**src/rtl/key_debounce.sv**
```systemverilog
// Four-key push-button conditioner: 2-flop synchronizer, per-key debounce FSM,
// registered press/release/long-press pulses and a shared any-press strobe with key index.
module key_debounce #(
    parameter logic [23:0] DEBOUNCE_TICS = 24'd10,
    parameter logic [23:0] LONG_TICS     = 24'd40
) (
    input  logic       sys_clk,
    input  logic       sys_rst_n,
    input  logic [3:0] key_n,
    output logic [3:0] key_state,
    output logic [3:0] key_press,
    output logic [3:0] key_release,
    output logic [3:0] key_long,
    output logic       press_any,
    output logic [1:0] key_code
);

    typedef enum logic [1:0] {UP, DOWN_FILT, DOWN, UP_FILT} state_t;

    state_t      state_q [4];
    state_t      state_d [4];
    logic [23:0] dcnt_q  [4];
    logic [23:0] dcnt_d  [4];
    logic [23:0] lcnt_q  [4];
    logic [23:0] lcnt_d  [4];

    logic [3:0] s1_q, s2_q, k;
    logic [3:0] level_d, press_d, release_d, long_d;
    logic [3:0] level_q, press_q, release_q, long_q;
    logic       any_d, any_q;
    logic [1:0] code_d, code_q;
    logic       found;

    assign k = ~s2_q;

    // Synchronizer resets to released (pins idle high)
    always_ff @(posedge sys_clk or negedge sys_rst_n) begin
        if (!sys_rst_n) begin
            s1_q <= '1;
            s2_q <= '1;
        end else begin
            s1_q <= key_n;
            s2_q <= s1_q;
        end
    end

    always_ff @(posedge sys_clk or negedge sys_rst_n) begin
        if (!sys_rst_n) begin
            for (int unsigned i = 0; i < 4; i++) begin
                state_q[i] <= UP;
                dcnt_q[i]  <= '0;
                lcnt_q[i]  <= '0;
            end
        end else begin
            for (int unsigned i = 0; i < 4; i++) begin
                state_q[i] <= state_d[i];
                dcnt_q[i]  <= dcnt_d[i];
                lcnt_q[i]  <= lcnt_d[i];
            end
        end
    end

    always_comb begin
        for (int unsigned i = 0; i < 4; i++) begin
            state_d[i] = state_q[i];
            dcnt_d[i]  = dcnt_q[i];
            lcnt_d[i]  = lcnt_q[i];
            case (state_q[i])
                UP: begin
                    if (k[i]) begin
                        state_d[i] = DOWN_FILT;
                        dcnt_d[i]  = '0;
                    end
                end
                DOWN_FILT: begin
                    if (!k[i]) begin
                        state_d[i] = UP;
                    end else if (dcnt_q[i] == DEBOUNCE_TICS - 24'd1) begin
                        state_d[i] = DOWN;
                        lcnt_d[i]  = '0;
                    end else begin
                        dcnt_d[i] = dcnt_q[i] + 24'd1;
                    end
                end
                DOWN: begin
                    if (!k[i]) begin
                        state_d[i] = UP_FILT;
                        dcnt_d[i]  = '0;
                    end else if (lcnt_q[i] == LONG_TICS - 24'd1) begin
                        lcnt_d[i] = LONG_TICS;  // saturate: one long event per press
                    end else if (lcnt_q[i] < LONG_TICS - 24'd1) begin
                        lcnt_d[i] = lcnt_q[i] + 24'd1;
                    end
                end
                UP_FILT: begin
                    if (k[i]) begin
                        state_d[i] = DOWN;
                    end else if (dcnt_q[i] == DEBOUNCE_TICS - 24'd1) begin
                        state_d[i] = UP;
                    end else begin
                        dcnt_d[i] = dcnt_q[i] + 24'd1;
                    end
                end
                default: state_d[i] = UP;
            endcase
        end
    end

    always_comb begin
        level_d   = '0;
        press_d   = '0;
        release_d = '0;
        long_d    = '0;
        code_d    = '0;
        found     = 1'b0;
        for (int unsigned i = 0; i < 4; i++) begin
            level_d[i]   = (state_d[i] == DOWN) || (state_d[i] == UP_FILT);
            press_d[i]   = (state_q[i] == DOWN_FILT) && k[i] && (dcnt_q[i] == DEBOUNCE_TICS - 24'd1);
            release_d[i] = (state_q[i] == UP_FILT) && !k[i] && (dcnt_q[i] == DEBOUNCE_TICS - 24'd1);
            long_d[i]    = (state_q[i] == DOWN) && k[i] && (lcnt_q[i] == LONG_TICS - 24'd1);
        end
        for (int unsigned i = 0; i < 4; i++) begin
            if (press_d[i] && !found) begin
                code_d = i[1:0];
                found  = 1'b1;
            end
        end
        any_d = |press_d;
    end

    always_ff @(posedge sys_clk or negedge sys_rst_n) begin
        if (!sys_rst_n) begin
            level_q   <= '0;
            press_q   <= '0;
            release_q <= '0;
            long_q    <= '0;
            any_q     <= 1'b0;
            code_q    <= '0;
        end else begin
            level_q   <= level_d;
            press_q   <= press_d;
            release_q <= release_d;
            long_q    <= long_d;
            any_q     <= any_d;
            code_q    <= code_d;
        end
    end

    assign key_state   = level_q;
    assign key_press   = press_q;
    assign key_release = release_q;
    assign key_long    = long_q;
    assign press_any   = any_q;
    assign key_code    = code_q;

endmodule

```
**config.mk**
```make
export PLATFORM = sky130hd
export DESIGN_NAME = key_debounce
export DESIGN_NICKNAME = d
export VERILOG_FILES = /design/src/rtl/key_debounce.sv
export SDC_FILE = /design/constraint.sdc
export NUM_CORES = 1
export LEC_CHECK = 0
export ABC_AREA = 1
export CAP_MARGIN = 20
export CORE_MARGIN = 10
export CORE_UTILIZATION = 55
export CTS_CLUSTER_DIAMETER = 60
export DETAILED_ROUTE_END_ITERATION = 10
export GPL_ROUTABILITY_DRIVEN = 0
export PLACE_DENSITY = 0.71
export SKIP_CTS_REPAIR_TIMING = 1
export SLEW_MARGIN = 40
export SYNTH_ARGS = -nofsm -noshare
export SYNTH_HDL_FRONTEND = slang
export SYNTH_SLANG_ARGS = --single-unit
```
**constraint.sdc**
```tcl
create_clock -name sys_clk -period 2.5 [get_ports sys_clk]
set_clock_uncertainty 0.2 [all_clocks]
set_input_delay 0.5 -clock sys_clk [delete_from_list [all_inputs] [get_ports sys_clk]]
set_output_delay 0.5 -clock sys_clk [all_outputs]
set_load 0.01 [all_outputs]
```
Yosys cells after proc, flatten, opt, wreduce, memory -nomap -nowiden:

Index checks and enable logic that the tools add are counted.

* order comparisons: 4
* add/sub/neg operators: 8
* multiplexer cells: 82
* equality and inequality tests: 56
* bitwise logic cells: 1
* reduce and logical (&&, ||, !) cells: 55

Operator list (number)
* 24-bit two-way mux: 40
* 24-bit one-hot mux with 4 select lines: 4
* 24-bit by 1-bit adder with 24-bit output, second input constant: 8
* 24-bit one-hot mux with 2 select lines: 4
* 24-bit by 4-bit equality test with 1-bit output, second input constant: 4
* 24-bit by 6-bit equality test with 1-bit output, second input constant: 4
* 24-bit by 6-bit < comparator with 1-bit output, second input constant: 4
* 2-bit two-way mux: 26
* 2-bit != test, second input constant: 22
* 2-bit equality test, second input constant: 16
* 2-bit one-hot mux with 4 select lines: 4
* 1-bit logical AND: 27
* 5-bit AND reduction: 4
* 4-bit AND reduction: 4
* 3-bit by 2-bit != test with 1-bit output, second input constant: 3
* 2-bit by 1-bit equality test with 1-bit output, second input constant: 4
* 2-bit logical NOT: 4
* 2-bit nonzero test: 4
* 1-bit logical NOT: 7
* 1-bit logical OR: 4
* 1-bit two-way mux: 4
* 2-bit by 1-bit != test with 1-bit output, second input constant: 2
* 4-bit inverter: 1
* 4-bit OR reduction: 1
* 3-bit != test, second input constant: 1

* output and inout port bits: 19
* register bits after elaboration: 227

Longest topological paths before layout:

* word-level depth: 13
* gate-level depth with buffers: 14
* mapped depth without buffers: 13

Least setup slack after synthesis:

Ideal clock, no wire load.

* path kind: reg2reg
* start: register state_q[7] in the netlist's numbering
* end: register lcnt_q[77] in the netlist's numbering
* cell stages (with the launch flop): 10
* data required time: 2.183 ns
* library setup time: 0.117 ns
* setup slack: 0.561 ns
* arrival time: 1.622 ns
* cell sequence: dfrtp_1 > inv_1 > ha_1 > o21ai_0 > and2_1 > clkbuf_1 > nand3_4 > buf_6 > nand2_1 > nand2_1

* word-level cells in the longest chain between the ends: 3
* elaborated cells between the ends (all ways): 9

Ends and longest elaborated chain
* start, declared: line 20 `state_t state_q [4];`
* start signal, assigned by index: line 56 `state_q[i] <= state_d[i];`
* 2-bit equality test or 2-bit by 1-bit equality test with 1-bit output (tied branches): line 68 `case (state_q[i])`
* 3-bit by 2-bit != test with 1-bit output (no line) (tied with other cells)
* 5-bit AND reduction (no line)
* end signal, assigned by index: line 58 `lcnt_q[i] <= lcnt_d[i];`
* end, declared: line 24 `logic [23:0] lcnt_q [4];`

Parallel ways exist; a longest one is shown, timed or not.
A chain may end at the register's enable or synchronous reset.

Final worst setup path:

* start: register level_q[1], in the netlist key_state[1]
* end: output key_state[1]

RTL lines
* start, declared: line 29 `logic [3:0] level_q, press_q, release_q, long_q;`
* start signal, assigned: line 140 `level_q <= level_d;`
* end, declared: line 10 `output logic [3:0] key_state,`

No word-level cell between the ends.

==> results.py <==
metrics = {
    "status": {
        "status": "finished, final reports clean",
    },
    "timing": {
        "maxSlewHeadroom": 0.637,
        "finalCriticalPeriod_ns": 2.36,
        "rsz0062_at_grt": "no",
        "setup_viol": 0,
        "worst_pin_slew_ns": 0.545,
        "setup_tns_ns": 0,
        "timing.fmax_mhz": 423,
        "finalCritPeriodShare": 0.946,
        "hold_violations": 0,
        "maxSlewViolCount": 0,
    },
    "cts": {
        "cts_tree": "built",
        "path_clk_slew_ns": 0.06,
        "cts_buffer_depth": 3,
        "cts.sinks": 225,
        "cts_buffers": 25,
        "cts_htree_levels": 1,
        "clockRootBuffer": "clkbuf_16",
        "clock_latency_ns": 0.52,
    },
    "finish": {
        "antenna_cells": 0,
        "post-route-util": 0.621,
        "layout.cells.non_filler": 2029,
        "area_growth_pct": 11.4,
        "nets": 1749,
        "post_route_cells_drive_above_1_share": 0.0803,
        "fillers": 2029,
    },
    "logic_synthesis": {
        "synth_top_area_frac": 0.432,
        "avgSynthCellArea_um2": 7.45,
        "synth.largest_area_cell": "dfrtp_1",
        "postSynthCellCount": 1689,
        "syn-num-nets": 1712,
        "synthArstFlopShare": 1.00,
        "synth.distinct_cells": 49,
        "synth-edff-count": 0,
        "synthTopCellsByArea": "dfrtp_1, nand2_1, nor2_1",
        "ys.flop_type": "dfrtp_1",
        "netlist_area_um2": 12600,
        "ys_top_cells_by_count": "nand2_1, nor2_1, inv_1",
        "seq_area_frac_synth": 0.448,
        "post-synth-top-count-cell": "nand2_1",
        "synth-seq-cells": 225,
        "yosys_warnings": 0,
    },
    "setup_path": {
        "startpoint": "key_state[1]$_DFF_PN0_",
        "critical_path_arrival_ns": 1.66,
        "crit_path_top_delay_cell": "clkdlybuf4s50_1",
        "crit_path_end_kind": "primary output",
        "crit_fanout": 7,
        "r2r-start": "state_q[7]$_DFF_PN0_",
        "cp_cell_sequence": "clkdlybuf4s50_1",
        "path_buf_inv": 1,
        "required_ns": 1.80,
        "critical_path_class": "register to primary output",
        "max_stage_delay_ns": 0.61,
        "crit_family": "buffers and inverters",
        "cp-start-kind": "register",
    },
    "power": {
        "vdd_drop_max_mv": 0.521,
        "power.total_uw": 9620,
        "power_per_cell_area_nw_per_um2": 687,
        "p_leak_uw": 0.00702,
    },
    "floorplan": {
        "initial_core_util": 0.557,
        "die_y_um": 171,
        "io_pins": 25,
        "core_area_um2": 22600,
        "row_count": 55,
        "die_area_um2": 29300,
        "fp.dieW_um": 171,
    },
    "global_routing": {
        "antenna_found_initial": 0,
        "grt_pass1_vias": 10072,
        "grt_max_degree": 65,
        "overflow": 0,
        "globalRouteTotalUtil": 0.191,
        "grt_pass1_wl_um": 47400,
    },
    "routing": {
        "wire_per_inst_um": 13.5,
        "routed_wl_um": 27400,
        "ant_nets": 0,
        "first_iter_violations": 907,
        "first_pass_iters": 5,
        "drc": 0,
        "vias": 10753,
        "viasPerCell": 5.30,
    },
    "min_path": {
        "hold_class": "register to register",
        "hp-start": "s1_q[3]$_DFF_PN1_",
    },
    "placed_design": {
        "placement.io_buffers": 24,
        "dp_cells": 1983,
        "hpwl_um": 20000,
    },
    "flow_run": {
        "maxCapViolCount": 0,
    },
}
==> metrics by stage <==
step | worst slack, ns | cell area, µm² | hold WS, ns
after detailed placement | 0.365 | 13100 | 0.147
after floorplan | 0.561 | 12600 | 0.00441
final | 0.135 | 14000 | 0.155
after CTS | 0.102 | 14000 | -0.258
after global routing | 0.0771 | 14000 | 0.157
after global placement | 0.432 | 13100 | 0.146
==> routing by layer <==
layer | up-vias | share of wire | GRT usage | wire length [µm]
met5 | - | 0 | 0 | 0
met4 | 0 | 0.024 | 0.0552 | 654
met3 | 54 | 0.050 | 0.0312 | 1360
met2 | 222 | 0.45 | 0.304 | 12400
met1 | 5027 | 0.47 | 0.262 | 13000
li1 | 5450 | - | - | -
==> final timing paths <==
kind	end	slack (ns)	cells after the start
min in group asynchronous	dcnt_q[47]$_DFFE_PN0P_	0.33	2
setup / recovery	key_state[1]	0.14	1
hold / removal	s2_q[3]$_DFF_PN1_	0.15	0
hold reg to reg	s2_q[3]$_DFF_PN1_	0.15	0
setup reg to reg	dcnt_q[78]$_DFFE_PN0P_	0.33	10
max in group asynchronous	s1_q[3]$_DFF_PN1_	1.03	3
==> flip-flops by register name (all words and copies together), names as in the netlist, 2 cells and up <==
signal	flops
s2_q	4
key_long	4
state_q	7
key_release	4
key_state	3
dcnt_q	96
key_code	2
s1_q	4
key_press	4
lcnt_q	96
==> kinds of logic (layout without fill, tap and decap cells) <==
family                   Yosys count  after routing  synth area share
flip-flops                       225            225             0.448
adder cells (fa/ha/maj)           17             17            0.0169
AO/OA/AOI/OAI                    123            123            0.0547
buffers and inverters            278            333            0.0924
XOR/XNOR                          33             33            0.0230
AND/OR/NAND/NOR                 1013           1013             0.365
==> cell usage in the layout, fill, tap and decap left out, types with 18 or more instances in the layout <==
cell type	n
nand2_1	439
nor2_1	257
inv_1	230
dfrtp_1	217
nand3_1	128
nand4_1	79
o21ai_0	47
nor3_1	42
o21ai_1	28
xor2_1	27
clkbuf_16	25
clkdlybuf4s50_1	23
a21oi_1	18
==> where the power goes <==
part	switching [µW]	total (µW)	internal, µW
logic	1260	1750	491
registers	222	4030	3810
clock network	1480	3840	2370
==> area by class of cell <==
class,instances,area (µm²),area share
clock buffer,33,696,0.0496
multi-input combinational,1186,5780,0.412
clock inverter,12,171,0.0122
tap,285,357,0.0254
inverter,244,921,0.0657
sequential,225,5640,0.403
timing repair buffer,44,448,0.0320
Power figures use the tool's default switching activity.
